`config.mk`:
```
export PLATFORM = sky130hd
export DESIGN_NAME = icache_direct_flat
export DESIGN_NICKNAME = d
export VERILOG_FILES = /design/src/rtl/icache_direct_if.sv /design/src/rtl/icache_direct.sv /design/src/flat_wrapper.sv
export SDC_FILE = /design/constraint.sdc
export NUM_CORES = 2
export LEC_CHECK = 0
export BUFFER_PORTS_ARGS = -buffer_cell sky130_fd_sc_hd__buf_2
export CAP_MARGIN = 20
export CORE_MARGIN = 1.5
export CORE_UTILIZATION = 34
export DETAILED_ROUTE_END_ITERATION = 8
export HOLD_SLACK_MARGIN = 0.02
export PLACE_DENSITY = 0.52
export SYNTH_ARGS = -nofsm -noshare
export SYNTH_HDL_FRONTEND = slang
export SYNTH_SLANG_ARGS = --single-unit
```
`constraint.sdc`:
```
create_clock -name clk -period 10.4 [get_ports clk]
set_input_delay 1.04 -clock clk [delete_from_list [all_inputs] [get_ports clk]]
set_output_delay 1.04 -clock clk [all_outputs]
set_load 0.005 [all_outputs]
```
`src/rtl/icache_direct_if.sv`:
```
// Request/response bus shared by the issuer-facing and memory-facing sides of the cache.
// The master drives requests and receives responses; the slave accepts requests and answers.
interface icache_direct_if;
  logic        req_valid;
  logic        req_ready;
  logic [31:0] req_addr;
  logic        resp_valid;
  logic [31:0] resp_addr;
  logic [31:0] resp_inst;

  modport master (
    output req_valid, req_addr,
    input  req_ready, resp_valid, resp_addr, resp_inst
  );

  modport slave (
    input  req_valid, req_addr,
    output req_ready, resp_valid, resp_addr, resp_inst
  );
endinterface

```
`src/rtl/icache_direct.sv`:
```
// Direct-mapped, one-word-per-line instruction cache with blocking miss handling
// and deferred flush (fence.i) for requests already in flight.
module icache_direct #(
  parameter int INDEX_WIDTH = 6
) (
  input  logic                   clk,
  input  logic                   rst,
  icache_direct_if.slave         fetch,
  icache_direct_if.master        mem,
  input  logic                   flush,
  output logic [31:0]            hit_count,
  output logic [31:0]            miss_count
);

  localparam int DEPTH = 1 << INDEX_WIDTH;
  localparam int TAG_W = 30 - INDEX_WIDTH;

  typedef enum logic [2:0] {IDLE, LOOKUP, MISS_REQ, MISS_WAIT, RESP} state_e;

  state_e                   state_q, state_d;
  logic [31:0]              req_addr_q;
  logic [DEPTH-1:0]         valid_q;
  logic                     flush_pending_q;
  logic [TAG_W-1:0]         tag_mem  [DEPTH];
  logic [31:0]              data_mem [DEPTH];
  logic [TAG_W-1:0]         rd_tag_q;
  logic [31:0]              rd_data_q;

  logic [INDEX_WIDTH-1:0]   acc_idx, req_idx;
  logic [TAG_W-1:0]         req_tag;
  logic                     accept, hit, fill_match, fill_write;
  logic                     unused_resp_lsb;

  assign acc_idx    = fetch.req_addr[INDEX_WIDTH+1:2];
  assign req_idx    = req_addr_q[INDEX_WIDTH+1:2];
  assign req_tag    = req_addr_q[31:INDEX_WIDTH+2];

  assign fetch.req_ready  = (state_q == IDLE) && !flush && !flush_pending_q;
  assign fetch.resp_valid = (state_q == RESP);
  assign mem.req_valid    = (state_q == MISS_REQ);

  assign accept     = fetch.req_valid && fetch.req_ready;
  assign hit        = valid_q[req_idx] && (rd_tag_q == req_tag);
  // Byte offset of the memory response is irrelevant to matching.
  assign fill_match = mem.resp_valid && (mem.resp_addr[31:2] == req_addr_q[31:2]);
  assign fill_write = (state_q == MISS_WAIT) && fill_match;
  assign unused_resp_lsb = ^mem.resp_addr[1:0];

  // NOTE: every signal written in always_comb gets a default first so no latch is inferred.
  always_comb begin
    state_d = state_q;
    case (state_q)
      IDLE:      if (accept)        state_d = LOOKUP;
      LOOKUP:    state_d = hit ? RESP : MISS_REQ;
      MISS_REQ:  if (mem.req_ready) state_d = MISS_WAIT;
      MISS_WAIT: if (fill_match)    state_d = RESP;
      RESP:      state_d = IDLE;
      default:   state_d = IDLE;
    endcase
  end

  // NOTE: sequential state uses non-blocking assignments so every flop samples pre-edge values.
  always_ff @(posedge clk or posedge rst) begin
    if (rst) begin
      state_q         <= IDLE;
      req_addr_q      <= '0;
      valid_q         <= '0;
      flush_pending_q <= 1'b0;
      hit_count       <= '0;
      miss_count      <= '0;
      fetch.resp_addr <= '0;
      fetch.resp_inst <= '0;
      mem.req_addr    <= '0;
    end else begin
      state_q <= state_d;
      if (accept) req_addr_q <= fetch.req_addr;

      if (state_q == LOOKUP) begin
        if (hit) begin
          hit_count       <= hit_count + 32'd1;
          fetch.resp_addr <= req_addr_q;
          fetch.resp_inst <= rd_data_q;
        end else begin
          miss_count   <= miss_count + 32'd1;
          mem.req_addr <= {req_addr_q[31:2], 2'b00};
        end
      end

      if (fill_write) begin
        valid_q[req_idx] <= 1'b1;
        fetch.resp_addr  <= req_addr_q;
        fetch.resp_inst  <= mem.resp_inst;
      end

      // An in-flight request finishes first; the invalidate lands on the next IDLE cycle.
      if (state_q == IDLE) begin
        if (flush || flush_pending_q) begin
          valid_q         <= '0;
          flush_pending_q <= 1'b0;
        end
      end else if (flush) begin
        flush_pending_q <= 1'b1;
      end
    end
  end

  // NOTE: the tag/data arrays carry no reset; the valid bits alone decide what is live.
  always_ff @(posedge clk) begin
    if (accept) begin
      rd_tag_q  <= tag_mem[acc_idx];
      rd_data_q <= data_mem[acc_idx];
    end
    if (fill_write) begin
      tag_mem[req_idx]  <= req_tag;
      data_mem[req_idx] <= mem.resp_inst;
    end
  end

endmodule

```
`src/flat_wrapper.sv`:
```
// flat-port wrapper written by rule: the top's interface ports become plain ports
module icache_direct_flat 
#(
  parameter int INDEX_WIDTH = 6
)
  (clk, rst, flush, hit_count, miss_count, fetch_req_valid, fetch_req_addr, fetch_req_ready, fetch_resp_valid, fetch_resp_addr, fetch_resp_inst, mem_req_valid, mem_req_addr, mem_req_ready, mem_resp_valid, mem_resp_addr, mem_resp_inst);
  icache_direct_if fetch_i ();
  icache_direct_if mem_i ();
  input  logic clk;
  input  logic rst;
  input  logic flush;
  output logic [31:0] hit_count;
  output logic [31:0] miss_count;
  input wire logic [$bits(fetch_i.req_valid)-1:0] fetch_req_valid;
  input wire logic [$bits(fetch_i.req_addr)-1:0] fetch_req_addr;
  output wire logic [$bits(fetch_i.req_ready)-1:0] fetch_req_ready;
  output wire logic [$bits(fetch_i.resp_valid)-1:0] fetch_resp_valid;
  output wire logic [$bits(fetch_i.resp_addr)-1:0] fetch_resp_addr;
  output wire logic [$bits(fetch_i.resp_inst)-1:0] fetch_resp_inst;
  output wire logic [$bits(mem_i.req_valid)-1:0] mem_req_valid;
  output wire logic [$bits(mem_i.req_addr)-1:0] mem_req_addr;
  input wire logic [$bits(mem_i.req_ready)-1:0] mem_req_ready;
  input wire logic [$bits(mem_i.resp_valid)-1:0] mem_resp_valid;
  input wire logic [$bits(mem_i.resp_addr)-1:0] mem_resp_addr;
  input wire logic [$bits(mem_i.resp_inst)-1:0] mem_resp_inst;
  assign fetch_i.req_valid = fetch_req_valid;
  assign fetch_i.req_addr = fetch_req_addr;
  assign fetch_req_ready = fetch_i.req_ready;
  assign fetch_resp_valid = fetch_i.resp_valid;
  assign fetch_resp_addr = fetch_i.resp_addr;
  assign fetch_resp_inst = fetch_i.resp_inst;
  assign mem_req_valid = mem_i.req_valid;
  assign mem_req_addr = mem_i.req_addr;
  assign mem_i.req_ready = mem_req_ready;
  assign mem_i.resp_valid = mem_resp_valid;
  assign mem_i.resp_addr = mem_resp_addr;
  assign mem_i.resp_inst = mem_resp_inst;
  icache_direct #(.INDEX_WIDTH(INDEX_WIDTH)) u_core (.clk(clk), .rst(rst), .fetch(fetch_i), .mem(mem_i), .flush(flush), .hit_count(hit_count), .miss_count(miss_count));
endmodule
```
==> flow_summary.yaml <==
outcome:
  status: "complete, no violations"
worst_hold_path:
  hold_class: "in2async"
synthesis:
  synth.area.mux_share: 0.184
  synth_area_leaders: "edfxtp_1 (73%), mux4_2 (18%), dfrtp_1 (4.3%), nand2_1 (0.56%), clkbuf_1 (0.51%)"
  yosys.area_share.simple: 0.0152
  synth_edf_count: 3640
  synth_commonest_cells: "edfxtp_1 (3,640), mux4_2 (1,163), dfrtp_1 (258)"
  synth-compound-area-share: 0.00684
  netlist_area_mm2: 0.149
  synth_top_cell_by_area: "edfxtp_1"
  ys_ff_latch: 3898
  synth_top_family_by_area: "multiplexers"
  syn_avg_cell_area_um2: 23.7
  yosysSeqAreaShare: 0.777
  postSynth.asyncResetShare: 0.0662
  synth_top_area_frac: 0.734
  yosys.area_share.adder: 0.000168
  ys.flop_type: "edfxtp_1"
  yosysUniqueCellTypes: 56
  netlist_instances: 6282
  yosysWarnings: 0
  yosysMostFrequentCell: "edfxtp_1"
  synth-xor-area-share: 0.00670
global_routing:
  grt-ovfl-total: 0
  antenna_found_initial: 30
  gr-usage-all-layers: 0.186
  grt_pass1_wl_mm: 581
  grt_pass1_vias: 72500
  grt_max_degree: 122
detailed_routing:
  drtIter0Drc: 7967
  firstDrtPassIters: 6
  wl_met3_mm: 27.0
  viasPerCell: 5.38
  wire_per_inst_um: 32.3
  wl_mm: 417
  vias: 69600
  drcViolationCount: 0
  top_layer: "met5"
  wl_met1_mm: 171
  antenna_left: 0
  met2WireLength_mm: 209
die:
  row_count: 242
  coreArea_mm2: 0.435
  die_h_um: 665
  die_w_um: 665
  num_io_pins: 265
  die-area_mm2: 0.442
  start_util: 0.342
clock_network:
  cts_buffer_depth: 4
  ctsHoldBuffers: 0
  clk_latency_ns: 0.96
  cts_tree: "built"
  cts_setup_buffers: 0
  clockRootBuffer: "clkbuf_16"
  ctsHtreeMaxLevel: 5
  cts_buffers: 392
  clkSinkCount: 3898
  clk_pin_slew_ns: 0.06
  cts_resized: 0
pwr:
  share_seq_of_total_power: 0.518
  p_switching_mw: 8.25
  ir_drop_mv: 0.140
  p_comb_frac: 0.084
  power.internal_mw: 26.9
  power_mw: 35.1
  cellLeakagePower_nw: 55.0
  swShare: 0.235
  pwr-share-clk: 0.398
  power_density_mw_per_mm2: 205
critical_path:
  path_common_cell: "buf_4"
  critPathMaxFanout: 69
  path_class: "reg2reg"
  critical_path_required_ns: 10.95
  crit_chain: "buf_4, xor2_1, nor4_1, nand4_1, or3_4, or2_2, buf_4, or3_1, nor2_4, buf_4"
  cp_slowest_stage_delay_ns: 0.95
  end_kind: "flop"
  cp_data_arrival_time_ns: 6.92
  start_kind: "flop"
  cp_slowest_cell: "nor2_4"
finish:
  multiInputGateArea_mm2: 0.0322
  area_growth_pct: 15.3
  nets: 6968
  fillers: 38300
  seq_area_mm2: 0.116
  drive_gt1_frac: 0.331
sta:
  period_minus_slack_ns: 6.37
  fin_skew_ns: 0.0443
  fin_crit_sh: 0.612
  slew_headroom: 0.199
  final.setup.tns_ns: 0
  tightest_slew_ns: 1.20
  drv_slew: 0
  setup_violations: 0
  fmaxAchievable_mhz: 157
  setup_ws_ns: 4.03
  rsz0062_at_grt: "no"
  hold_viol_final: 0
placement:
  dp_hpwl_mm: 231
  pre_cts_ws_ns: 3.54
  io_buffers: 260
  routabilityCongestion: 0.794
job:
  maxCapViolCount: 0
worst paths after layout:
kind | start | to | slack (ns) | depth (start not counted)
min in group clk | fetch_req_addr[9] | u_core.req_addr_q[9] | 0.29 | 3
worst max register to register | u_core.req_addr_q[26] | u_core.data_mem[63][31] | 4.03 | 10
worst min-delay path | rst | u_core.fetch.resp_inst[1] | 0.22 | 2
worst max-delay path | u_core.req_addr_q[26] | u_core.data_mem[63][31] | 4.03 | 10
max in group asynchronous | rst | u_core.req_addr_q[13] | 8.17 | 4
worst min register to register | u_core.hit_count[31] | u_core.hit_count[31] | 0.47 | 1
worst max-delay path, delay by kind of cell, from the launching register on:
family | cells | cell delay [ns]
flip-flops | 1 | 0.34
buffers and inverters | 3 | 1.92
AND/OR/NAND/NOR | 6 | 3.46
XOR/XNOR | 1 | 0.14
flip-flops by register name, indices dropped and copies added, names as in the netlist:
signal / count
u_core.fetch.resp_addr: 32
u_core.req_addr_q: 32
u_core.state_q: 3
u_core.rd_tag_q: 24
u_core.valid_q: 64
u_core.data_mem: 2048
u_core.miss_count: 32
u_core.mem.req_addr: 30
u_core.tag_mem: 1536
u_core.hit_count: 32
u_core.fetch.resp_inst: 32
u_core.flush_pending_q: 1
u_core.rd_data_q: 32
layout make-up:
cell class	count	share of cell area
flip-flops and latches	3898	0.674
multi-input cells	2041	0.188
inverters	16	0.000423
clock inverters	220	0.0121
well taps	5734	0.0418
diodes	12	0.000175
clock buffers	503	0.0614
repair buffers	515	0.0222
layer usage:
layer,vias to the layer above,GRT usage
li1,27900,-
met1,38700,0.250
met2,2477,0.317
met3,538,0.0303
met4,10,0.0456
met5,-,0
power by group through the flow:
stage,clock (mW),sequential [mW],combinational [mW]
final,14.0,18.2,2.96
after global placement,0,18.5,2.84
after floorplan,0,18.9,1.12
after global routing,14.8,18.2,3.14
after detailed placement,0,18.5,2.93
after CTS,14.3,18.2,2.93
per-stage QoR:
stage	hold WS, ns	utilization	area, um2	cells
after floorplan	0.438	-	149000	6283
after global placement	0.457	0.364	159000	12200
after detailed placement	0.459	0.364	159000	12200
after CTS	0.171	0.393	171000	12900
after global routing	0.217	0.394	172000	12900
final	0.216	0.394	172000	12900
logic make-up (layout without fill, tap and decap cells):
kind of cell    after synthesis  count (layout)
flops                      3898            3898
mux                        1280            1280
simple gates                487             487
buf+inv                     344            1254
compound gates              156             156
xor+xnor                    114             114
fa+ha+maj                     2               2
other cells                   1              14
placed cells by master, fill, tap and decap left out, types with 7 or more instances in the layout:
cell	netlist	final
clkinv_2	0	80
xnor2_1	64	64
and2_1	10	9
mux2_2	30	30
xor2_1	50	50
mux4_2	1163	1163
nand3_1	36	35
buf_2	49	254
edfxtp_1	3640	3640
nor2_4	7	64
clkinv_1	0	75
and3_1	16	16
buf_4	9	214
o21ai_0	30	30
mux2_1	30	30
inv_1	16	14
mux2i_1	57	57
diode_2	0	12
a21oi_1	36	35
clkbuf_8	0	19
bufinv_16	0	33
nand2_1	224	223
clkbuf_16	0	398
buf_12	0	38
nand4_1	22	22
clkinvlp_4	0	7
dfrtp_2	0	24
inv_6	0	9
nor2_1	101	53
clkbuf_1	201	86
nor4_1	15	13
dfrtp_1	258	234
nor3_1	13	11
o21a_1	66	66
(Power assumes the default switching activity.)
